## config.mk

```make
export PLATFORM = sky130hd
export DESIGN_NAME = recv_interval_flat
export DESIGN_NICKNAME = d
export VERILOG_FILES = /design/src/rtl/recv_interval_if.sv /design/src/rtl/recv_interval.sv /design/src/flat_wrapper.sv
export SDC_FILE = /design/constraint.sdc
export NUM_CORES = 1
export LEC_CHECK = 0
export CAP_MARGIN = 20
export CORE_AREA = 2 2 173 90
export DETAILED_ROUTE_END_ITERATION = 8
export DIE_AREA = 0 0 175 92
export PLACE_DENSITY = 0.95
export SYNTH_ARGS = -nofsm -noshare
export SYNTH_HDL_FRONTEND = slang
export SYNTH_SLANG_ARGS = --single-unit
```

## constraint.sdc

```tcl
create_clock -name clk -period 7.9 [get_ports clk]
set_input_delay 1.975 -clock clk [delete_from_list [all_inputs] [get_ports clk]]
set_output_delay 1.975 -clock clk [all_outputs]
set_load 0.05 [all_outputs]
```

## src/rtl/recv_interval_if.sv

```systemverilog
// Byte-strobe input and frame-status outputs between the byte receiver,
// the frame delimiter and the frame parser.
interface recv_interval_if #(
  parameter int unsigned LEN_W = 16
);
  logic             byte_valid;
  logic             frame_start;
  logic             frame_end;
  logic             gap_violation;
  logic [31:0]      gap_last;
  logic [LEN_W-1:0] frame_len;
  logic             busy;

  modport master (
    output byte_valid,
    input  frame_start, frame_end, gap_violation, gap_last, frame_len, busy
  );

  modport slave (
    input  byte_valid,
    output frame_start, frame_end, gap_violation, gap_last, frame_len, busy
  );
endinterface

```

## src/rtl/recv_interval.sv

```systemverilog
// Splits a received byte stream into frames on an idle timeout and flags
// frames whose leading idle gap is shorter than the minimum interval.
module recv_interval #(
  parameter int unsigned LEN_W = 16
) (
  input  logic               clk,
  input  logic               rst_n,
  input  logic [31:0]        INTERVAL,
  input  logic [31:0]        TIMEOUT,
  recv_interval_if.slave     bus
);

  typedef enum logic [1:0] {
    IDLE  = 2'b00,
    FRAME = 2'b01
  } state_t;

  state_t state, state_nxt;

  logic [31:0]      gap_cnt, gap_cnt_d;
  logic [31:0]      idle_cnt, idle_cnt_d;
  logic [LEN_W-1:0] byte_cnt, byte_cnt_d;
  logic             first, first_d;

  logic             frame_start_q, frame_start_d;
  logic             frame_end_q, frame_end_d;
  logic             gap_violation_q, gap_violation_d;
  logic [31:0]      gap_last_q, gap_last_d;
  logic [LEN_W-1:0] frame_len_q, frame_len_d;
  logic             busy_q;

  logic [31:0] timeout_eff;
  logic [32:0] idle_inc;
  logic        timeout_hit;

  assign timeout_eff = (TIMEOUT == '0) ? 32'd1 : TIMEOUT;
  // Widened so the comparison stays correct even at the top of the 32-bit range
  assign idle_inc    = {1'b0, idle_cnt} + 33'd1;
  assign timeout_hit = idle_inc >= {1'b0, timeout_eff};

  always_ff @(posedge clk or negedge rst_n) begin
    if (!rst_n) state <= IDLE;
    else        state <= state_nxt;
  end

  always_comb begin
    state_nxt = IDLE;
    case (state)
      IDLE:    state_nxt = bus.byte_valid ? FRAME : IDLE;
      FRAME:   state_nxt = (!bus.byte_valid && timeout_hit) ? IDLE : FRAME;
      default: state_nxt = IDLE;
    endcase
  end

  always_comb begin
    gap_cnt_d       = gap_cnt;
    idle_cnt_d      = idle_cnt;
    byte_cnt_d      = byte_cnt;
    first_d         = first;
    frame_start_d   = 1'b0;
    frame_end_d     = 1'b0;
    gap_violation_d = 1'b0;
    gap_last_d      = gap_last_q;
    frame_len_d     = frame_len_q;
    case (state)
      IDLE: begin
        if (bus.byte_valid) begin
          frame_start_d   = 1'b1;
          gap_last_d      = gap_cnt;
          gap_violation_d = !first && (INTERVAL != '0) && (gap_cnt < INTERVAL);
          first_d         = 1'b0;
          byte_cnt_d      = {{(LEN_W-1){1'b0}}, 1'b1};
          idle_cnt_d      = '0;
        end else if (gap_cnt != '1) begin
          gap_cnt_d = gap_cnt + 32'd1;
        end
      end
      FRAME: begin
        if (bus.byte_valid) begin
          idle_cnt_d = '0;
          if (byte_cnt != '1) byte_cnt_d = byte_cnt + 1'b1;
        end else begin
          idle_cnt_d = idle_inc[31:0];
          if (timeout_hit) begin
            // Idle time already spent inside the frame counts toward the next gap
            frame_end_d = 1'b1;
            frame_len_d = byte_cnt;
            gap_cnt_d   = idle_inc[31:0];
          end
        end
      end
      default: ;
    endcase
  end

  always_ff @(posedge clk or negedge rst_n) begin
    if (!rst_n) begin
      gap_cnt         <= '0;
      idle_cnt        <= '0;
      byte_cnt        <= '0;
      first           <= 1'b1;
      frame_start_q   <= 1'b0;
      frame_end_q     <= 1'b0;
      gap_violation_q <= 1'b0;
      gap_last_q      <= '0;
      frame_len_q     <= '0;
      busy_q          <= 1'b0;
    end else begin
      gap_cnt         <= gap_cnt_d;
      idle_cnt        <= idle_cnt_d;
      byte_cnt        <= byte_cnt_d;
      first           <= first_d;
      frame_start_q   <= frame_start_d;
      frame_end_q     <= frame_end_d;
      gap_violation_q <= gap_violation_d;
      gap_last_q      <= gap_last_d;
      frame_len_q     <= frame_len_d;
      busy_q          <= (state_nxt == FRAME);
    end
  end

  assign bus.frame_start   = frame_start_q;
  assign bus.frame_end     = frame_end_q;
  assign bus.gap_violation = gap_violation_q;
  assign bus.gap_last      = gap_last_q;
  assign bus.frame_len     = frame_len_q;
  assign bus.busy          = busy_q;

endmodule

```

## src/flat_wrapper.sv

```systemverilog
// flat-port wrapper written by rule: the top's interface ports become plain ports
module recv_interval_flat 
#(
  parameter int unsigned LEN_W = 16
)
  (clk, rst_n, INTERVAL, TIMEOUT, bus_byte_valid, bus_frame_start, bus_frame_end, bus_gap_violation, bus_gap_last, bus_frame_len, bus_busy);
  recv_interval_if #(.LEN_W(LEN_W)) bus_i ();
  input  logic clk;
  input  logic rst_n;
  input  logic [31:0] INTERVAL;
  input  logic [31:0] TIMEOUT;
  input wire logic [$bits(bus_i.byte_valid)-1:0] bus_byte_valid;
  output wire logic [$bits(bus_i.frame_start)-1:0] bus_frame_start;
  output wire logic [$bits(bus_i.frame_end)-1:0] bus_frame_end;
  output wire logic [$bits(bus_i.gap_violation)-1:0] bus_gap_violation;
  output wire logic [$bits(bus_i.gap_last)-1:0] bus_gap_last;
  output wire logic [$bits(bus_i.frame_len)-1:0] bus_frame_len;
  output wire logic [$bits(bus_i.busy)-1:0] bus_busy;
  assign bus_i.byte_valid = bus_byte_valid;
  assign bus_frame_start = bus_i.frame_start;
  assign bus_frame_end = bus_i.frame_end;
  assign bus_gap_violation = bus_i.gap_violation;
  assign bus_gap_last = bus_i.gap_last;
  assign bus_frame_len = bus_i.frame_len;
  assign bus_busy = bus_i.busy;
  recv_interval #(.LEN_W(LEN_W)) u_core (.clk(clk), .rst_n(rst_n), .INTERVAL(INTERVAL), .TIMEOUT(TIMEOUT), .bus(bus_i));
endmodule
```

==> impl_metrics.csv, run 1 <==
group,metric,value,unit
timing,slew_headroom,36.6,%
setup_path,r2r_end,"u_core.gap_cnt[29]",
power,peakVddDrop,0.149,mV
min_path,hold_class,"flip-flop to flip-flop",
timing,final_max_slew_viol_count,0,
power,finalPower,2.47,mW
logic_synthesis,ys_ff_latch,133,
setup_path,worst_ep_required_time,8260,ps
clocking,post_cts_buffers,0,
clocking,ctsHtreeMaxLevel,4,
clocking,cts-root-buf,"clkbuf_16",
min_path,min_to,"u_core.bus.gap_last[13]",
setup_path,end_kind,"flip-flop",
setup_path,r2r_slack,2760,ps
setup_path,r2r-start,"u_core.idle_cnt[0]",
routing,routed-via-count,8298,
setup_path,crit_path_start_kind,"primary input",
setup_path,crit_arrival,5960,ps
clocking,cts_buffers,17,
min_path,hold_path_depth,2,
timing,fin_ws,2300,ps
logic_synthesis,ys.warnings.count,0,
setup_path,crit_slowest_cell,"nor4_1",
logic_synthesis,syn_area,8570,um2
final_layout,fillers,1092,
power,p_comb_share,25.9,%
die,core,14900,um2
setup_path,cp_max_fo,21,
grt,grt_first_pass_wirelength,40900,um
timing,setup_viol,0,
setup_path,cp_top_family,"compound AO/OA/AOI/OAI gates",
die,die-area,16100,um2
final_layout,layoutNonFillerInstCount,1315,
setup_path,r2r_cells,15,
status,status,"completed",
clocking,cts_buffer_depth,2,
setup_path,cp_num_buf_inv,2,
clocking,clk_latency,430,ps
place,dp_hpwl,18000,um
setup_path,crit_type,"primary input to flip-flop",
timing,fmax,179,MHz
routing,drt-initial-drc-count,1239,
job,max_cap_viol_count,0,
routing,firstDrtPassIters,6,
final_layout,antenna_cells,0,
die,die_x,175,um
routing,antenna_left,0,
grt,antenna_found_initial,1,
place,globalplace.congestion,0.960,
routing,postRouteWirelength,25200,um
grt,grt_usage,32.3,%
die,die_h,92,um
final_layout,area_growth,22.1,%
place,dp_cells,1282,
place,place_ws,2010,ps
clocking,cts_tree,"built",
logic_synthesis,synthTopCellsByCount,"152 x nand2_1, 132 x dfrtp_1, 96 x nor2_1, 78 x inv_1, 66 x ha_1",
place,place_area,9860,um2
logic_synthesis,netlist_instances,1001,
logic_synthesis,synth-seq-area-share,38.8,%
power,swShare,37.2,%
logic_synthesis,ys_types,58,
logic_synthesis,synthArstFlopShare,100,%
timing,period_share,70.9,%
routing,wl_per_cell,19.2,um
min_path,min_from,"u_core.bus.gap_last[13]",
timing,hold_viol,0,
clocking,ctsResizeCount,0,
die,io_pins,119,
timing,fin_crit,5600,ps
timing,grt_setup_unrepaired,"false",
timing,worst_pin_slew,952,ps
die,rows,32,
final_layout,drive_gt1_share,6.84,%
final_layout,utilization,70.5,%
logic_synthesis,synth_flop_cell,"dfrtp_1",
power,power_leakage,4.94,nW
timing,finClkSkew,8.37,ps
clocking,cts.sinks,133,
routing,vias_per_cell,6.31,
timing,whs,475,ps
timing,setup_tns,0,ps
routing,drc,0,
power,p_int,1.55,mW
final_layout,final_nets,1231,
logic_synthesis,synthTopCellsByArea,"dfrtp_1 39%, ha_1 9.6%, nand2_1 6.7%",
logic_synthesis,synth_largest_area_cell,"dfrtp_1",
grt,grt-ovfl-total,0,
power,pwr-share-clk,33.2,%
logic_synthesis,synth_top_area_share,38.5,%
grt,grt_max_degree,80,
setup_path,max_stage_delay,690,ps
clocking,clkTransAtPathRegs,60,ps
logic_synthesis,synth_most_common_cell,"nand2_1",
clocking,ctsHoldBuffers,0,
power,p_switching,0.919,mW
logic_synthesis,syn_area_per_cell,8.57,um2
grt,grt_pass1_vias,7993,
die,initial_utilization,57.7,%
power,powerDensity,236,nW/um2
power,sequentialPowerShare,40.9,%
place,io_buffers,118,
final_layout,stdcell_area,10500,um2
logic_synthesis,synth_edf_count,0,
logic_synthesis,syn_nets,1134,
setup_path,path_cells,"clkdlybuf4s50_1 > nor4_1 > nand4_1 > o21bai_1 > ha_1 > nor3_1 > a2111oi_0 > o211ai_1 > a21oi_2 > buf_4 > or2_2 > o221a_2",
==> cells in the final DEF, fill, tap and decap left out, types with 31 or more instances in the layout <==
master | Yosys | layout
a21oi_1 | 34 | 33
clkdlybuf4s50_1 | 0 | 117
dfrtp_1 | 132 | 131
ha_1 | 66 | 66
inv_1 | 78 | 78
nand2_1 | 152 | 152
nand3_1 | 36 | 36
nand4_1 | 41 | 41
nor2_1 | 96 | 96
nor3_1 | 31 | 31
o21ai_0 | 35 | 35
xor2_1 | 37 | 37
==> state kept, by name (all words and copies together), names as in the netlist <==
register and flops:
u_core.byte_cnt 16, u_core.bus.gap_violation 1, u_core.bus.busy 1, u_core.bus.gap_last 32, u_core.bus.frame_start 1, u_core.gap_cnt 32
u_core.first 1, u_core.bus.frame_end 1, u_core.bus.frame_len 16, u_core.idle_cnt 32
==> routing by layer <==
layer | part of all wire [%] | up-vias | wire length [um] | track usage (%)
li1 | - | 3712 | - | -
met1 | 43 | 3978 | 10900 | 45.4
met2 | 44 | 539 | 11100 | 49.8
met3 | 11 | 67 | 2690 | 6.97
met4 | 2.1 | 2 | 529 | 11.0
met5 | 0.052 | - | 13 | 0
==> area by class of cell <==
type,instances,area (um2),area share [%]
multi-input cells,742,4750,45.4
flip-flops and latches,133,3330,31.8
repair buffers,125,1240,11.8
clock buffers,17,425,4.06
inverters,79,297,2.83
well taps,204,255,2.44
clock inverters,15,169,1.61
==> tightest hold or removal path, cell delays in order (launching register included) <==
cell and delay (ps):
dfrtp_1 340, nand2_1 50, nand2_1 60
==> worst max path at each step <==
stage | from | slack, ps | depth (start not counted) | endpoint
final | TIMEOUT[25] | 2300 | 12 | u_core.gap_cnt[29]
after global routing | TIMEOUT[25] | 2070 | 12 | u_core.gap_cnt[29]
after CTS | TIMEOUT[25] | 2430 | 12 | u_core.gap_cnt[29]
after detailed placement | TIMEOUT[25] | 2010 | 11 | u_core.gap_cnt[31]
after global placement | TIMEOUT[25] | 2090 | 12 | u_core.gap_cnt[29]
after floorplan | TIMEOUT[24] | 3690 | 11 | u_core.gap_cnt[26]
==> power by group through the flow <==
stage | clock, mW | combinational [mW] | sequential [mW]
detailed placement | 0 | 0.628 | 1.00
finish | 0.819 | 0.639 | 1.01
CTS | 0.816 | 0.637 | 0.995
global route | 0.848 | 0.695 | 1.02
floorplan | 0 | 0.294 | 1.07
global placement | 0 | 0.598 | 0.996
==> kinds of logic after synthesis <==
kind of cell | share of synthesized area (%)
DFF | 38.8
muxes | 2.50
AOI/OAI and AO/OA | 12.5
adders and majority gates | 9.63
xor gates and xnor gates | 6.74
buffers and inverters | 5.89
and+or+nand+nor | 23.9
No activity file was read; power rests on OpenSTA's default activity.
==> run 2, diff against run 1 <==
--- a/config.mk
+++ b/config.mk
@@ -6,10 +6,10 @@
 export NUM_CORES = 1
 export LEC_CHECK = 0
 export CAP_MARGIN = 20
-export CORE_AREA = 2 2 173 90
+export CORE_AREA = 2 2 187 97
 export DETAILED_ROUTE_END_ITERATION = 8
-export DIE_AREA = 0 0 175 92
-export PLACE_DENSITY = 0.95
+export DIE_AREA = 0 0 189 99
+export PLACE_DENSITY = 0.88
 export SYNTH_ARGS = -nofsm -noshare
 export SYNTH_HDL_FRONTEND = slang
 export SYNTH_SLANG_ARGS = --single-unit
==> constraint.sdc (replaced) <==
create_clock -name clk -period 5.1 [get_ports clk]
set_input_delay 1.275 -clock clk [delete_from_list [all_inputs] [get_ports clk]]
set_output_delay 1.275 -clock clk [all_outputs]
set_load 0.05 [all_outputs]
==> impl_metrics.csv, run 2 (synthesis gave the netlist of run 1 again) <==
group,metric,value,unit
routing,antenna_left,0,
timing,fin_crit,4840,ps
die,core,17100,um2
setup_path,path_cells,"clkdlybuf4s50_1 > nor4_1 > nand4_1 > o21bai_1 > ha_1 > nor3_1 > a2111oi_0 > o211ai_1 > a21oi_2 > or2_2 > o21ai_0",
routing,routed-via-count,8115,
routing,vias_per_cell,6.02,
final_layout,layoutNonFillerInstCount,1348,
clocking,cts_buffers,17,
routing,firstDrtPassIters,5,
final_layout,final_nets,1234,
setup_path,cp_top_family,"compound AO/OA/AOI/OAI gates",
timing,period_share,95.0,%
clocking,clkTransAtPathRegs,70,ps
power,peakVddDrop,0.247,mV
clocking,ctsHoldBuffers,0,
routing,drt-initial-drc-count,801,
final_layout,multi_input_area,4750,um2
timing,setup_viol,0,
power,power_leakage,4.94,nW
final_layout,antenna_cells,0,
timing,setup_tns,0,ps
routing,drc,0,
setup_path,cp_max_fo,20,
routing,postRouteWirelength,25100,um
setup_path,cp_num_buf_inv,1,
timing,hold_viol,0,
clocking,cts_tree,"built",
final_layout,final_cell_mix,"152 x nand2_1, 131 x dfrtp_1, 117 x clkdlybuf4s50_1, 96 x nor2_1, 78 x inv_1",
final_layout,layout_commonest_cell,"nand2_1",
setup_path,max_stage_delay,900,ps
final_layout,fillers,1448,
job,max_cap_viol_count,0,
final_layout,drive_gt1_share,7.09,%
final_layout,area_growth,22.4,%
setup_path,crit_slowest_cell,"a2111oi_0",
die,initial_utilization,50.3,%
min_path,hold_class,"flip-flop to flip-flop",
place,dp_cells,1316,
timing,worst_pin_slew,1040,ps
timing,grt_setup_unrepaired,"false",
clocking,ctsResizeCount,0,
place,io_buffers,118,
place,place_ws,3.63,ps
clocking,cts.sinks,133,
clocking,post_cts_buffers,0,
clocking,clk_latency,430,ps
grt,grt_first_pass_wirelength,40900,um
clocking,cts-root-buf,"clkbuf_16",
grt,grt_usage,27.5,%
grt,grt_pass1_vias,7795,
die,die_h,99,um
grt,antenna_found_initial,0,
status,status,"completed",
setup_path,worst_ep_required_time,5370,ps
place,globalplace.congestion,0.960,
routing,wl_per_cell,18.6,um
setup_path,crit_arrival,5120,ps
timing,finClkSkew,8.46,ps
timing,fmax,206,MHz
grt,grt-ovfl-total,0,
final_layout,regArea,3330,um2
timing,slew_headroom,29.0,%
setup_path,crit_path_start_kind,"primary input",
place,place_area,9940,um2
setup_path,end_kind,"flip-flop",
grt,grt_max_degree,104,
die,die-area,18700,um2
clocking,ctsHtreeMaxLevel,4,
final_layout,stdcell_area,10500,um2
power,powerDensity,354,nW/um2
timing,fin_ws,256,ps
timing,final_max_slew_viol_count,0,
die,rows,34,
die,io_pins,119,
place,dp_hpwl,18300,um
setup_path,crit_type,"primary input to flip-flop",
die,die_x,189,um
clocking,cts_buffer_depth,2,
run 2: cell count changes in the layout (fill, tap and decap cells not counted), sizes merged:
cell and change:
buf +3, inv +3, bufinv -2, clkinv -2
clkinvlp +1
run 2: power breakdown:
part | leakage [nW] | switching (mW) | internal (mW) | total (mW)
clock | 0.266 | 0.541 | 0.644 | 1.19
sequential | 1.76 | 0.311 | 1.25 | 1.56
combinational | 2.91 | 0.559 | 0.420 | 0.979
total | 4.94 | 1.41 | 2.31 | 3.72
run 2: path summary, 6_finish.rpt:
check	from	end	slack [ps]	depth (start not counted)
worst max-delay path	TIMEOUT[25]	u_core.gap_cnt[2]	260	11
worst min-delay path	u_core.bus.gap_last[14]	u_core.bus.gap_last[14]	480	2
worst max register to register	u_core.idle_cnt[13]	u_core.gap_cnt[28]	560	14
worst min register to register	u_core.bus.gap_last[14]	u_core.bus.gap_last[14]	480	2
max in group asynchronous	rst_n	u_core.idle_cnt[15]	3390	2
min in group asynchronous	rst_n	u_core.bus.gap_last[19]	780	1
run 2: cell type report:
cell class,count,area share [%]
Clock inverter,15,1.30
Sequential cell,133,31.7
Clock buffer,17,4.05
Timing Repair Buffer,128,12.1
Multi-Input combinational cell,742,45.3
Tap cell,234,2.79
Inverter,79,2.82
run 2: layer usage:
| metal | vias to the layer above | global-route usage, % | wire length, um |
|---|---|---|---|
| met2 | 417 | 40.5 | 10800 |
| met1 | 3938 | 40.8 | 11500 |
| met5 | - | 0 | 0 |
| li1 | 3724 | - | - |
| met4 | 0 | 7.15 | 357 |
| met3 | 36 | 5.73 | 2440 |
run 2: per-stage QoR:
step	hold slack, ps	utilization, %	power, mW
floorplan	473	-	2.11
finish	477	61.5	3.72
CTS	481	61.5	3.72
detailed placement	464	58.3	2.52
global placement	460	58.3	2.48
global route	503	61.5	3.90
run 2: tightest hold or removal path: cells and delay by family (launching register included):
family | cells | cell delay (ps)
and+or+nand+nor | 2 | 100
DFF | 1 | 340
